--- src/rtl/cpu_pkg.sv ---
// Shared widths, opcode map and controller state encoding for the
// two-cycle accumulator machine.
package cpu_pkg;

  localparam int DATA_W = 8;
  localparam int ADDR_W = 4;

  typedef enum logic [3:0] {
    OP_NOP = 4'h0,
    OP_LDA = 4'h1,
    OP_STA = 4'h2,
    OP_ADD = 4'h3,
    OP_SUB = 4'h4,
    OP_AND = 4'h5,
    OP_OR  = 4'h6,
    OP_JMP = 4'h7,
    OP_JZ  = 4'h8,
    OP_LDI = 4'h9,
    OP_HLT = 4'hF
  } opcode_e;

  typedef enum logic [1:0] {
    ST_FETCH = 2'd0,
    ST_EXEC  = 2'd1,
    ST_HALT  = 2'd2
  } state_e;

  function automatic opcode_e decode_op(input logic [DATA_W-1:0] instr);
    return opcode_e'(instr[DATA_W-1:ADDR_W]);
  endfunction

endpackage

--- src/rtl/cpu_alu.sv ---
// Combinational ALU: computes the accumulator result and flags, and reports
// which architectural state the current opcode is allowed to update.
module cpu_alu
  import cpu_pkg::*;
(
  input  logic [DATA_W-1:0] a,
  input  logic [DATA_W-1:0] b,
  input  opcode_e           opcode,
  output logic [DATA_W-1:0] result,
  output logic              carry,
  output logic              zero,
  output logic              updatesZero,
  output logic              updatesCarry
);

  logic [DATA_W:0] wide;

  always_comb begin
    wide         = '0;
    result       = a;
    carry        = 1'b0;
    updatesZero  = 1'b0;
    updatesCarry = 1'b0;
    case (opcode)
      OP_LDA, OP_LDI: begin
        result      = b;
        updatesZero = 1'b1;
      end
      OP_ADD: begin
        wide         = {1'b0, a} + {1'b0, b};
        result       = wide[DATA_W-1:0];
        carry        = wide[DATA_W];
        updatesZero  = 1'b1;
        updatesCarry = 1'b1;
      end
      // The ninth bit of the widened difference is the unsigned borrow.
      OP_SUB: begin
        wide         = {1'b0, a} - {1'b0, b};
        result       = wide[DATA_W-1:0];
        carry        = wide[DATA_W];
        updatesZero  = 1'b1;
        updatesCarry = 1'b1;
      end
      OP_AND: begin
        result      = a & b;
        updatesZero = 1'b1;
      end
      OP_OR: begin
        result      = a | b;
        updatesZero = 1'b1;
      end
      default: ;
    endcase
    zero = (result == '0);
  end

endmodule

--- src/rtl/cpu_control.sv ---
// Fetch/execute controller: sole master of the program RAM, holding pc, ir,
// accumulator and flags, and sequencing FETCH -> EXEC until HLT.
module cpu_control
  import cpu_pkg::*;
(
  input  logic              clock,
  input  logic              reset,
  input  logic [DATA_W-1:0] memReadData,
  output logic [ADDR_W-1:0] address,
  output logic [DATA_W-1:0] dataIn,
  output logic              writeEnable,
  output logic [DATA_W-1:0] acc,
  output logic [ADDR_W-1:0] pc,
  output logic              zeroFlag,
  output logic              carryFlag,
  output logic              halted
);

  state_e            state_q, state_d;
  logic [ADDR_W-1:0] pc_q, pc_d;
  logic [DATA_W-1:0] ir_q, ir_d;
  logic [DATA_W-1:0] acc_q, acc_d;
  logic              zf_q, zf_d;
  logic              cf_q, cf_d;

  opcode_e           opcode;
  logic [ADDR_W-1:0] operand;
  logic [DATA_W-1:0] alu_b;
  logic [DATA_W-1:0] alu_result;
  logic              alu_carry;
  logic              alu_zero;
  logic              alu_upd_z;
  logic              alu_upd_c;
  logic              take_jump;

  assign opcode  = decode_op(ir_q);
  assign operand = ir_q[ADDR_W-1:0];

  // LDI takes its operand as an immediate instead of a memory word.
  assign alu_b = (opcode == OP_LDI) ? {{(DATA_W-ADDR_W){1'b0}}, operand} : memReadData;

  cpu_alu u_alu (
    .a            (acc_q),
    .b            (alu_b),
    .opcode       (opcode),
    .result       (alu_result),
    .carry        (alu_carry),
    .zero         (alu_zero),
    .updatesZero  (alu_upd_z),
    .updatesCarry (alu_upd_c)
  );

  assign take_jump = (opcode == OP_JMP) || ((opcode == OP_JZ) && zf_q);

  always_ff @(posedge clock) begin
    if (reset) begin
      state_q <= ST_FETCH;
    end else begin
      state_q <= state_d;
    end
  end

  always_comb begin
    state_d = state_q;
    case (state_q)
      ST_FETCH: state_d = ST_EXEC;
      ST_EXEC:  state_d = (opcode == OP_HLT) ? ST_HALT : ST_FETCH;
      ST_HALT:  state_d = ST_HALT;
      default:  state_d = ST_FETCH;
    endcase
  end

  // RAM-facing outputs; reset overrides so no write can land mid-reset.
  always_comb begin
    address     = pc_q;
    writeEnable = 1'b0;
    if (reset) begin
      address = '0;
    end else if (state_q == ST_EXEC) begin
      address     = operand;
      writeEnable = (opcode == OP_STA);
    end
  end

  always_comb begin
    pc_d  = pc_q;
    ir_d  = ir_q;
    acc_d = acc_q;
    zf_d  = zf_q;
    cf_d  = cf_q;
    case (state_q)
      ST_FETCH: begin
        ir_d = memReadData;
        pc_d = pc_q + 4'd1;
      end
      ST_EXEC: begin
        if (alu_upd_z) begin
          acc_d = alu_result;
          zf_d  = alu_zero;
        end
        if (alu_upd_c) begin
          cf_d = alu_carry;
        end
        if (take_jump) begin
          pc_d = operand;
        end
      end
      default: ;
    endcase
  end

  always_ff @(posedge clock) begin
    if (reset) begin
      pc_q  <= '0;
      ir_q  <= '0;
      acc_q <= '0;
      zf_q  <= 1'b0;
      cf_q  <= 1'b0;
    end else begin
      pc_q  <= pc_d;
      ir_q  <= ir_d;
      acc_q <= acc_d;
      zf_q  <= zf_d;
      cf_q  <= cf_d;
    end
  end

  assign dataIn    = acc_q;
  assign acc       = acc_q;
  assign pc        = pc_q;
  assign zeroFlag  = zf_q;
  assign carryFlag = cf_q;
  assign halted    = (state_q == ST_HALT);

endmodule

--- config.mk ---
export PLATFORM = sky130hd
export DESIGN_NAME = cpu_control
export DESIGN_NICKNAME = d
export VERILOG_FILES = /design/src/rtl/cpu_pkg.sv /design/src/rtl/cpu_alu.sv /design/src/rtl/cpu_control.sv
export SDC_FILE = /design/constraint.sdc
export NUM_CORES = 1
export LEC_CHECK = 0
export CAP_MARGIN = 30
export CORE_UTILIZATION = 50
export CTS_CLUSTER_SIZE = 16
export DETAILED_ROUTE_END_ITERATION = 7
export GPL_ROUTABILITY_DRIVEN = 0
export PLACE_DENSITY = 0.75
export SLEW_MARGIN = 15
export SYNTH_ARGS = -nofsm -noshare
export SYNTH_HDL_FRONTEND = slang
export SYNTH_SLANG_ARGS = --single-unit
--- constraint.sdc ---
create_clock -name clock -period 4.4 [get_ports clock]
set_clock_uncertainty 0.05 [all_clocks]
set_input_delay 0.44 -clock clock [delete_from_list [all_inputs] [get_ports clock]]
set_output_delay 0.44 -clock clock [all_outputs]
set_load 0.005 [all_outputs]
==> results of run 1 <==
[final timing paths]
kind,from,to,slack (ns),cells after the start
worst max register to register,ir_q[7]$_SDFFE_PP0P_,zeroFlag$_SDFFE_PP0P_,0.42,12
worst max-delay path,ir_q[7]$_SDFFE_PP0P_,zeroFlag$_SDFFE_PP0P_,0.42,12
worst min register to register,ir_q[1]$_SDFFE_PP0P_,ir_q[1]$_SDFFE_PP0P_,0.44,2
worst min-delay path,ir_q[1]$_SDFFE_PP0P_,ir_q[1]$_SDFFE_PP0P_,0.44,2
[state kept, by name (all words and copies together) (netlist names)]
register   count
state_q        2
zeroFlag       1
carryFlag      1
ir_q           8
acc            8
pc             4
[power breakdown]
group	switching [mW]	internal (mW)	leakage [nW]
sequential	0.0289	0.231	0.197
combinational	0.126	0.108	0.923
clock	0.0862	0.122	0.0357
[logic make-up (layout without fill, tap and decap cells)]
family	Yosys count	count (layout)	synth area share, %
AO/OA/AOI/OAI	93	93	25.64
XOR/XNOR	3	3	1.050
adder cells (fa/ha/maj)	29	29	15.09
buffers and inverters	48	66	9.095
flip-flops	24	24	19.19
multiplexers	9	9	3.648
AND/OR/NAND/NOR	130	130	26.29
[synth_stat cells, types with 2 or more instances]
cell      count  share of area, %
nand2_1      50               7.5
nor2_1       33               4.9
ha_1         27                13
a21oi_1      26               5.2
dfxtp_1      24                19
inv_1        20               3.0
o21ai_0      14               2.8
a211oi_1     13               3.9
buf_4        10               3.0
buf_2         8               1.6
clkbuf_1      8               1.2
mux2i_1       8               3.2
nor2b_1       7               1.7
nor3_1        7               1.4
o21a_1        6               1.8
nor4_1        4               1.0
o211ai_1      4               1.2
nand2b_1      3              0.75
nand3b_1      3              0.90
o221ai_1      3               1.0
xor2_1        3               1.0
a21o_1        2              0.60
a31o_2        2              0.70
fa_1          2               1.6
nand3_1       2              0.40
nor4_2        2               1.0
o22ai_1       2              0.50
o311a_1       2              0.80
o31ai_1       2              0.60
o32a_1        2              0.80
or2_2         2              0.50
or3_1         2              0.50
[stage by stage]
stage	std cells	utilization, %	power, mW	hold slack [ns]	worst slack, ns
detailed placement	417	59.24	0.4933	0.4210	0.5549
floorplan	336	-	0.4203	0.3998	1.369
CTS	421	60.73	0.6973	0.4357	0.5057
global placement	417	59.24	0.4898	0.4186	0.6166
global route	421	60.73	0.7383	0.4743	0.2497
finish	421	60.73	0.7017	0.4390	0.4179
[area by class of cell]
type	count	area, um2
fillers	456	1879
multi-input cells	264	1795
flip-flops and latches	24	480.5
repair buffers	40	392.9
well taps	67	83.83
inverters	22	82.58
clock buffers	3	41.29
clock inverters	1	30.03
[cell usage in the layout, fill, tap and decap left out, types with 4 or more instances in the layout]
| cell type | count |
|---|---|
| nand2_1 | 50 |
| clkdlybuf4s50_1 | 37 |
| nor3_1 | 7 |
| mux2i_1 | 8 |
| o21ai_0 | 14 |
| o21a_1 | 6 |
| ha_1 | 27 |
| a211oi_1 | 13 |
| nor2b_1 | 7 |
| o211ai_1 | 4 |
| nor4_1 | 4 |
| inv_1 | 20 |
| nor2_1 | 33 |
| a21oi_1 | 26 |
| dfxtp_1 | 24 |
[worst reg2reg max path, stage by stage, from the launching register on]
cell and delay [ns]:
dfxtp_1 0.77, nand4bb_1 0.52, mux2i_1 0.40, inv_1 0.11, ha_1 0.24, fa_1 0.46
xor2_1 0.17, o21ai_0 0.13, o21ai_0 0.13, nor4_1 0.41, o211ai_1 0.19, a21oi_1 0.17
o311a_1 0.17
[per-layer routing]
layer  share of wire, %  vias up  global-route usage [%]
met5                  0        -                       0
met4                1.3        0                   7.190
met3                6.1       11                   2.762
met2                 47      110                   45.07
met1                 45     1190                   36.98
li1                   -     1223                       -
==> results.toml, run 1 <==
[run]
maxCapViolations = 0

[placement]
portBuffers = 37
dp_hpwl_um = 5154
placed_area_mm2 = 0.002835

[synth]
synth-seq-cells = 24
synthCells = 336
syn-cell-area_mm2 = 0.002504
syn_avg_cell_area_um2 = 7.451
yosys_most_used_dff = "dfxtp_1"
yosysWarnings = 0
ys_async_sr_fraction_pct = 0
synth-seq-area-share_pct = 19.19
synth_cell_types = 65
synthesis.nets = 375
synth_edf_count = 0

[setup_path]
worst-endpoint-arrival_ns = 4.16
slowest_delay_ns = 0.77
required_ns = 4.58
crit_family = "simple AND/OR/NAND/NOR gates"
crit_fanout = 20
worst_path_max_delay_cell = "dfxtp_1"
crit_top_cell = "o21ai_0"
worst_setup_path_start_kind = "register"
crit_chain = "nand4bb_1 > mux2i_1 > inv_1 > ha_1 > fa_1 > xor2_1 > o21ai_0 > o21ai_0 > nor4_1 > o211ai_1 > a21oi_1 > o311a_1"
critPathCaptureType = "register"
critPathKind = "reg2reg"
critical_path_buf_inv_count = 1

[route]
first_pass_iters = 5
drtIter0Drc = 211
dr_total_vias = 2534
wl_per_cell_um = 16.34
drc = 0
routed_wl_um = 6878
drtAntennaViolNets = 0
routed_via_density = 6.019

[die]
die_w_um = 72.76
die_area_mm2 = 0.005294
fp.dieH_um = 72.76
core_mm2 = 0.004786
start_util_pct = 52.31
ios = 38
num_rows = 25

[sta]
post-route-period-util_pct = 90.50
grt_setup_unrepaired = "no"
setup_tns_ns = 0
period_needed_ns = 3.982
worstMarginPinSlew_ns = 0.7357
hold_viol_final = 0
finalSetupViolations = 0
slew_viol_final = 0
fmax_mhz = 251.1
slew_headroom_pct = 50.88

[pwr]
peakVddDrop_mv = 0.1401
leakagePower_nw = 1.156
power.density_mw_per_mm2 = 241.4

[clocking]
h-tree-depth = 1
clk_pin_slew_ns = 0.11
postCtsSetupRepairBufs = 0
cts_resized = 0
cts_root_buf = "clkbuf_8"
clk_latency_ns = 0.28
cts_buffers = 3
clock_path_buffers = 2
cts_tree = "done"
cts.sinks = 24
ctsHoldBuffers = 0

[cells_and_area]
n_antenna_cell = 0
layout.nets = 394
final_layout_size_suffix_gt1_share_pct = 5.932
syn2layout_area_growth_pct = 16.09
final_area_mm2 = 0.002907

[global_routing]
grt_pass1_wl_um = 11150
grt_usage_pct = 26.98
grt_max_degree = 24
gr-total-overflow = 0
antenna_found_initial = 0
grt_pass1_vias = 2295

[status]
outcome = "complete, no violations"

[min_path]
min_path_type = "reg2reg"
Note: power is estimated with default switching activity, not from simulation.
==> run 2, diff against run 1 <==
--- a/config.mk
+++ b/config.mk
@@ -5,12 +5,15 @@
 export SDC_FILE = /design/constraint.sdc
 export NUM_CORES = 1
 export LEC_CHECK = 0
+export ABC_AREA = 0
 export CAP_MARGIN = 30
 export CORE_UTILIZATION = 50
+export CTS_CLUSTER_DIAMETER = 200
 export CTS_CLUSTER_SIZE = 16
 export DETAILED_ROUTE_END_ITERATION = 7
 export GPL_ROUTABILITY_DRIVEN = 0
 export PLACE_DENSITY = 0.75
+export SKIP_LAST_GASP = 1
 export SLEW_MARGIN = 15
 export SYNTH_ARGS = -nofsm -noshare
 export SYNTH_HDL_FRONTEND = slang
==> results of run 2 <==
No change in the layout: final DEF, timing and power equal those of run 1.
